`src/rtl/firc_feeder.sv`:
```
// ============================================================================
//  Module      : firc_feeder
//  Description : Source-side driver for the firc complex FIR filter. Buffers
//                upstream I/Q samples in a FIFO, keeps a shadow coefficient
//                bank, and sequences coefficient loads so they never overlap
//                with sample pushes while honouring firc's StopIn.
//  Revision    : 1.0 - initial release
// ============================================================================
`default_nettype none

module firc_feeder #(
    parameter int DEPTH = 8,
    parameter int NTAPS = 16
) (
    input  logic        Clk,
    input  logic        Reset_n,
    input  logic        InValid,
    output logic        InReady,
    input  logic [23:0] InI,
    input  logic [23:0] InQ,
    input  logic        CfgWr,
    input  logic [4:0]  CfgAddr,
    input  logic [26:0] CfgI,
    input  logic [26:0] CfgQ,
    input  logic        CfgLoad,
    output logic        PushIn,
    output logic [23:0] SampI,
    output logic [23:0] SampQ,
    input  logic        StopIn,
    output logic        PushCoef,
    output logic [4:0]  CoefAddr,
    output logic [26:0] CoefI,
    output logic [26:0] CoefQ,
    output logic        Busy,
    output logic        LoadDone
);

    localparam int PW = $clog2(DEPTH);
    localparam int CW = PW + 1;
    localparam int AW = (NTAPS > 1) ? $clog2(NTAPS) : 1;

    typedef enum logic [1:0] {
        S_WAIT_CFG = 2'd0,
        S_STREAM   = 2'd1,
        S_DRAIN    = 2'd2,
        S_LOAD     = 2'd3
    } state_t;

    state_t r_state;
    state_t w_next;

    // Sample FIFO storage and bookkeeping
    logic [47:0]   r_mem [DEPTH];
    logic [PW-1:0] r_wptr;
    logic [PW-1:0] r_rptr;
    logic [CW-1:0] r_count;

    // Shadow coefficient bank
    logic [26:0]   r_sh_i [NTAPS];
    logic [26:0]   r_sh_q [NTAPS];

    // Registered firc-side outputs
    logic          r_push_in;
    logic [23:0]   r_samp_i;
    logic [23:0]   r_samp_q;
    logic          r_push_coef;
    logic [4:0]    r_coef_addr;
    logic [26:0]   r_coef_i;
    logic [26:0]   r_coef_q;
    logic          r_busy;
    logic          r_load_done;

    logic          w_accept;
    logic          w_consume;
    logic [CW-1:0] w_remain;
    logic [PW-1:0] w_rptr_nxt;
    logic          w_cfg_hit;
    logic          w_present;
    logic          w_push_in;
    logic          w_push_coef;
    logic [4:0]    w_coef_addr;
    logic          w_load_done;

    assign InReady    = (r_count < CW'(DEPTH));
    assign w_accept   = InValid & InReady;
    assign w_consume  = r_push_in & ~StopIn;
    // Entries left once the presented head is popped; the new head sits at rptr+pop
    assign w_remain   = r_count - CW'(w_consume);
    assign w_rptr_nxt = r_rptr + PW'(w_consume);
    assign w_cfg_hit  = CfgWr && (32'(CfgAddr) < 32'(NTAPS));

    assign PushIn   = r_push_in;
    assign SampI    = r_samp_i;
    assign SampQ    = r_samp_q;
    assign PushCoef = r_push_coef;
    assign CoefAddr = r_coef_addr;
    assign CoefI    = r_coef_i;
    assign CoefQ    = r_coef_q;
    assign Busy     = r_busy;
    assign LoadDone = r_load_done;

    // State register
    always_ff @(posedge Clk or negedge Reset_n) begin
        if (!Reset_n) r_state <= S_WAIT_CFG;
        else          r_state <= w_next;
    end

    // Next-state and next-output decode; LOAD state coincides with PushCoef=1
    always_comb begin
        w_next      = r_state;
        w_present   = 1'b0;
        w_push_in   = r_push_in & StopIn;   // a stalled sample is held, otherwise dropped
        w_push_coef = 1'b0;
        w_coef_addr = r_coef_addr;
        w_load_done = 1'b0;
        case (r_state)
            S_WAIT_CFG: begin
                if (CfgLoad) begin
                    w_next      = S_LOAD;
                    w_push_coef = 1'b1;
                    w_coef_addr = 5'd0;
                end
            end
            S_STREAM: begin
                if (CfgLoad) begin
                    w_next = S_DRAIN;
                end else if (!(r_push_in && StopIn) && (w_remain != '0)) begin
                    w_present = 1'b1;
                    w_push_in = 1'b1;
                end
            end
            S_DRAIN: begin
                if (!r_push_in) begin
                    w_next      = S_LOAD;
                    w_push_coef = 1'b1;
                    w_coef_addr = 5'd0;
                end
            end
            S_LOAD: begin
                if (r_coef_addr == 5'(NTAPS - 1)) begin
                    w_next      = S_STREAM;
                    w_load_done = 1'b1;
                end else begin
                    w_push_coef = 1'b1;
                    w_coef_addr = r_coef_addr + 5'd1;
                end
            end
            default: w_next = S_WAIT_CFG;
        endcase
    end

    // FIFO pointers and occupancy; pop happens exactly on a consumed sample
    always_ff @(posedge Clk or negedge Reset_n) begin
        if (!Reset_n) begin
            r_wptr  <= '0;
            r_rptr  <= '0;
            r_count <= '0;
        end else begin
            if (w_accept) r_wptr <= r_wptr + PW'(1);
            r_rptr  <= w_rptr_nxt;
            r_count <= r_count + CW'(w_accept) - CW'(w_consume);
        end
    end

    // FIFO data storage (contents are don't-care after reset)
    always_ff @(posedge Clk) begin
        if (w_accept) r_mem[r_wptr] <= {InI, InQ};
    end

    // Shadow bank writes; out-of-range addresses are dropped
    always_ff @(posedge Clk or negedge Reset_n) begin
        if (!Reset_n) begin
            for (int k = 0; k < NTAPS; k++) begin
                r_sh_i[k] <= '0;
                r_sh_q[k] <= '0;
            end
        end else if (w_cfg_hit) begin
            r_sh_i[CfgAddr[AW-1:0]] <= CfgI;
            r_sh_q[CfgAddr[AW-1:0]] <= CfgQ;
        end
    end

    // firc-side output registers; the bank is sampled when a coefficient is pushed
    always_ff @(posedge Clk or negedge Reset_n) begin
        if (!Reset_n) begin
            r_push_in   <= 1'b0;
            r_samp_i    <= '0;
            r_samp_q    <= '0;
            r_push_coef <= 1'b0;
            r_coef_addr <= '0;
            r_coef_i    <= '0;
            r_coef_q    <= '0;
            r_busy      <= 1'b0;
            r_load_done <= 1'b0;
        end else begin
            r_push_in   <= w_push_in;
            if (w_present) begin
                r_samp_i <= r_mem[w_rptr_nxt][47:24];
                r_samp_q <= r_mem[w_rptr_nxt][23:0];
            end
            r_push_coef <= w_push_coef;
            r_coef_addr <= w_coef_addr;
            if (w_push_coef) begin
                r_coef_i <= r_sh_i[w_coef_addr[AW-1:0]];
                r_coef_q <= r_sh_q[w_coef_addr[AW-1:0]];
            end
            r_busy      <= (w_next != S_STREAM);
            r_load_done <= w_load_done;
        end
    end

endmodule

`default_nettype wire

```
`config.mk`:
```
export PLATFORM = sky130hd
export DESIGN_NAME = firc_feeder
export DESIGN_NICKNAME = d
export VERILOG_FILES = /design/src/rtl/firc_feeder.sv
export SDC_FILE = /design/constraint.sdc
export NUM_CORES = 2
export LEC_CHECK = 0
export ABC_CLOCK_PERIOD_IN_PS = 10800
export CORE_AREA = 2 2 340 342
export CTS_CLUSTER_DIAMETER = 150
export DETAILED_ROUTE_END_ITERATION = 8
export DIE_AREA = 0 0 342 344
export PLACE_DENSITY = 0.84
export SYNTH_ARGS = -nofsm -noshare
export SYNTH_HDL_FRONTEND = slang
export SYNTH_SLANG_ARGS = --single-unit
export TNS_END_PERCENT = 30
```
`constraint.sdc`:
```
create_clock -name Clk -period 10.8 [get_ports Clk]
set_input_delay 1.62 -clock Clk [delete_from_list [all_inputs] [get_ports Clk]]
set_output_delay 1.62 -clock Clk [all_outputs]
set_load 0.1 [all_outputs]
```
==> results.cfg <==
[synthesis]
synthDominantCellAreaShare_pct = 39.7
ys_ff_latch = 1371
synth_ff_type = dfrtp_1
yosysUniqueCellTypes = 54
synthesis.area_um2 = 62200
synth-seq-area-share_pct = 58.3
async_reset_ff_share_pct = 72.0
synth_edf_count = 384
yosys.area.top_type = dfrtp_1
synth_cells = 4758
synth_common_cells = 987 x dfrtp_1, 917 x mux2_2, 496 x nand2_1
ys_warn_count = 0
syn_nets = 4882
synth_area_leaders = dfrtp_1 40%, edfxtp_1 19%, mux2_2 17%
yosysMostFrequentCell = dfrtp_1
synth_area_per_cell_um2 = 13.1

[global_route]
grt_pass1_vias = 43200
antenna_found_initial = 14
track_usage_pct = 28.5
grt_pass1_wl_um = 258000
grt_overflow = 0
grt_max_degree = 174

[power]
peakVddDrop_mv = 0.474
power_density_nw_per_um2 = 329
power.leakage_uw = 0.0287

[critical_path]
required_ns = 11.48
crit_buf_inv = 3
cp_slowest_cell = buf_4
cp_common_cell = buf_4
path_max_fanout = 90
arrival_ns = 6.42
crit_chain = ha_1 > nand4b_1 > nand3_4 > and2_2 > buf_4 > inv_6 > buf_4 > a221oi_1 > o32ai_1 > o22ai_1 > a31oi_1
end_kind = flop
critPathTopFamily = buffers and inverters
slowest_delay_ns = 0.96
crit_type = reg -> reg
crit_path_start_kind = flop

[clock_tree]
insertion_delay_ns = 0.79
numCtsBuffers = 139
post_cts_resized = 0
h-tree-depth = 4
path_clk_slew_ns = 0.06
clock-root-buffer = clkbuf_16
cts_num_sinks = 1371
post-cts-setup-buffers = 0
cts_tree = done
cts.path.max_buffers = 3
cts_hold_buf = 0

[sta]
skew_ns = 0.0685
maxSlewHeadroom_pct = 14.4
setup_violations = 0
finalCritPeriodShare_pct = 53.1
hold_viol = 0
finalSetupTns_ns = 0
fmax_ghz = 0.174
fin_crit_ns = 5.74
grt_setup_unrepaired = false
slew_violations = 0
worst_pin_slew_ns = 1.28

[outcome]
status = completed

[drt]
wl_um = 169000
drtAntennaViolNets = 0
vias = 42600
dr.pass1.iters = 9
dr.first_iter.drc_count = 4722
wl_per_cell_um = 26.4
via_per_inst = 6.65
drc = 0

[place]
gp_congestion = 0.800
io_buffers = 224
place_hpwl_um = 86500

[floorplanning]
ioPinCount = 225
start_util_pct = 54.6
die_x_um = 342
die-area_um2 = 118000
die_h_um = 344
coreArea_um2 = 114000
fp-row-count = 124

[worst_hold_path]
hold_path.class = reg -> reg

[run]
maxCapViolCount = 0

[final_layout]
final_nets = 4895
drive_above_1_share_pct = 27.5
syn_to_final_growth_pct = 13.0
fin_util_pct = 61.7
[flip-flops by register name, summed over array words and instances, names as in the netlist]
name,count
r_state,2
Busy,1
r_sh_q,432
SampQ,24
CoefAddr,5
r_mem,384
r_rptr,3
CoefI,27
LoadDone,1
r_count,4
CoefQ,27
r_sh_i,432
r_wptr,3
PushCoef,1
SampI,24
PushIn,1
[stage by stage]
stage                     instances  area (um^2)  total power (uW)  hold WS [ns]  worst slack, ns
after global placement         6142        65500             17600         0.463             4.83
final                          6400        70300             23100         0.479             5.06
after floorplan                4758        62200             15000         0.457             4.90
after CTS                      6393        70300             23000         0.483             5.23
after global routing           6398        70300             24100         0.506             4.96
after detailed placement       6142        65500             18000         0.470             4.67
[layout by cell type, fill, tap and decap left out, types with 12 or more instances in the layout]
cell	synthesis	layout
clkbuf_8	0	32
clkbuf_16	0	139
clkbuf_1	318	39
a221oi_1	109	109
o22ai_1	107	107
buf_4	11	65
o211ai_1	54	54
nor2_1	175	168
nor4_1	54	53
clkinv_2	0	12
dfrtp_1	987	986
clkinv_16	0	13
o21ai_1	23	23
nand3_1	114	111
clkdlybuf4s50_1	0	219
o32ai_1	53	53
mux2i_1	209	209
a31oi_1	111	110
a211oi_1	54	54
or3_1	54	54
nand4b_1	55	55
inv_1	14	13
and3_1	56	54
mux2_2	917	917
o21ai_0	84	84
edfxtp_1	384	384
mux4_2	96	96
a21oi_1	58	58
nand2_1	496	486
[power breakdown]
part           switching [uW]  internal (uW)  total [uW]  leakage [uW]
logic                    7360           3650       11000        0.0104
registers                 774           6400        7180        0.0160
clock network            2140           2800        4940       0.00230
total                   10300          12800       23100        0.0287
[layout make-up]
class | count | area, um^2
diodes | 7 | 17.5
clock buffers | 210 | 4070
fillers | 8157 | 43600
inverters | 18 | 77.6
multi-input cells | 2950 | 24500
clock inverters | 41 | 718
well taps | 1512 | 1890
repair buffers | 291 | 2820
flip-flops and latches | 1371 | 36200
[kinds of logic (layout without fill, tap and decap cells)]
| family | after synthesis | after routing | share of synthesized area (%) |
|---|---|---|---|
| flip-flops | 1371 | 1371 | 58.3 |
| multiplexers | 1222 | 1222 | 23.4 |
| AND/OR/NAND/NOR | 1044 | 1044 | 7.79 |
| AO/OA/AOI/OAI | 665 | 665 | 7.29 |
| buffers and inverters | 437 | 560 | 2.87 |
| adder cells (fa/ha/maj) | 11 | 11 | 0.233 |
| XOR/XNOR | 8 | 8 | 0.113 |
| other | 0 | 7 | 0 |
[worst min-delay path: stages (launching register included)]
cell     delay (ns)
dfrtp_1        0.34
nand2_1        0.04
o21ai_0        0.06
[path summary, 6_finish.rpt]
path | from | to | slack (ns) | cells past startpoint
max | CoefAddr[0]$_DFF_PN0_ | CoefQ[2]$_DFFE_PN0P_ | 5.06 | 11
min | SampQ[7]$_DFFE_PN0P_ | SampQ[7]$_DFFE_PN0P_ | 0.48 | 2
max reg2reg | CoefAddr[0]$_DFF_PN0_ | CoefQ[2]$_DFFE_PN0P_ | 5.06 | 11
max in group asynchronous | Reset_n | r_sh_i[199]$_DFFE_PN0P_ | 7.46 | 3
min reg2reg | SampQ[7]$_DFFE_PN0P_ | SampQ[7]$_DFFE_PN0P_ | 0.48 | 2
min in group asynchronous | Reset_n | r_sh_q[140]$_DFFE_PN0P_ | 0.85 | 1
[layer usage]
layer  part of all wire, %  up-vias  global-route usage [%]
met5                 0.043        -                       0
met4                   3.7       12                    12.2
met3                   9.4      473                    6.62
met2                    49     2358                    46.8
met1                    38    21900                    36.4
li1                      -    17800                       -
Power figures use the tool's default switching activity.
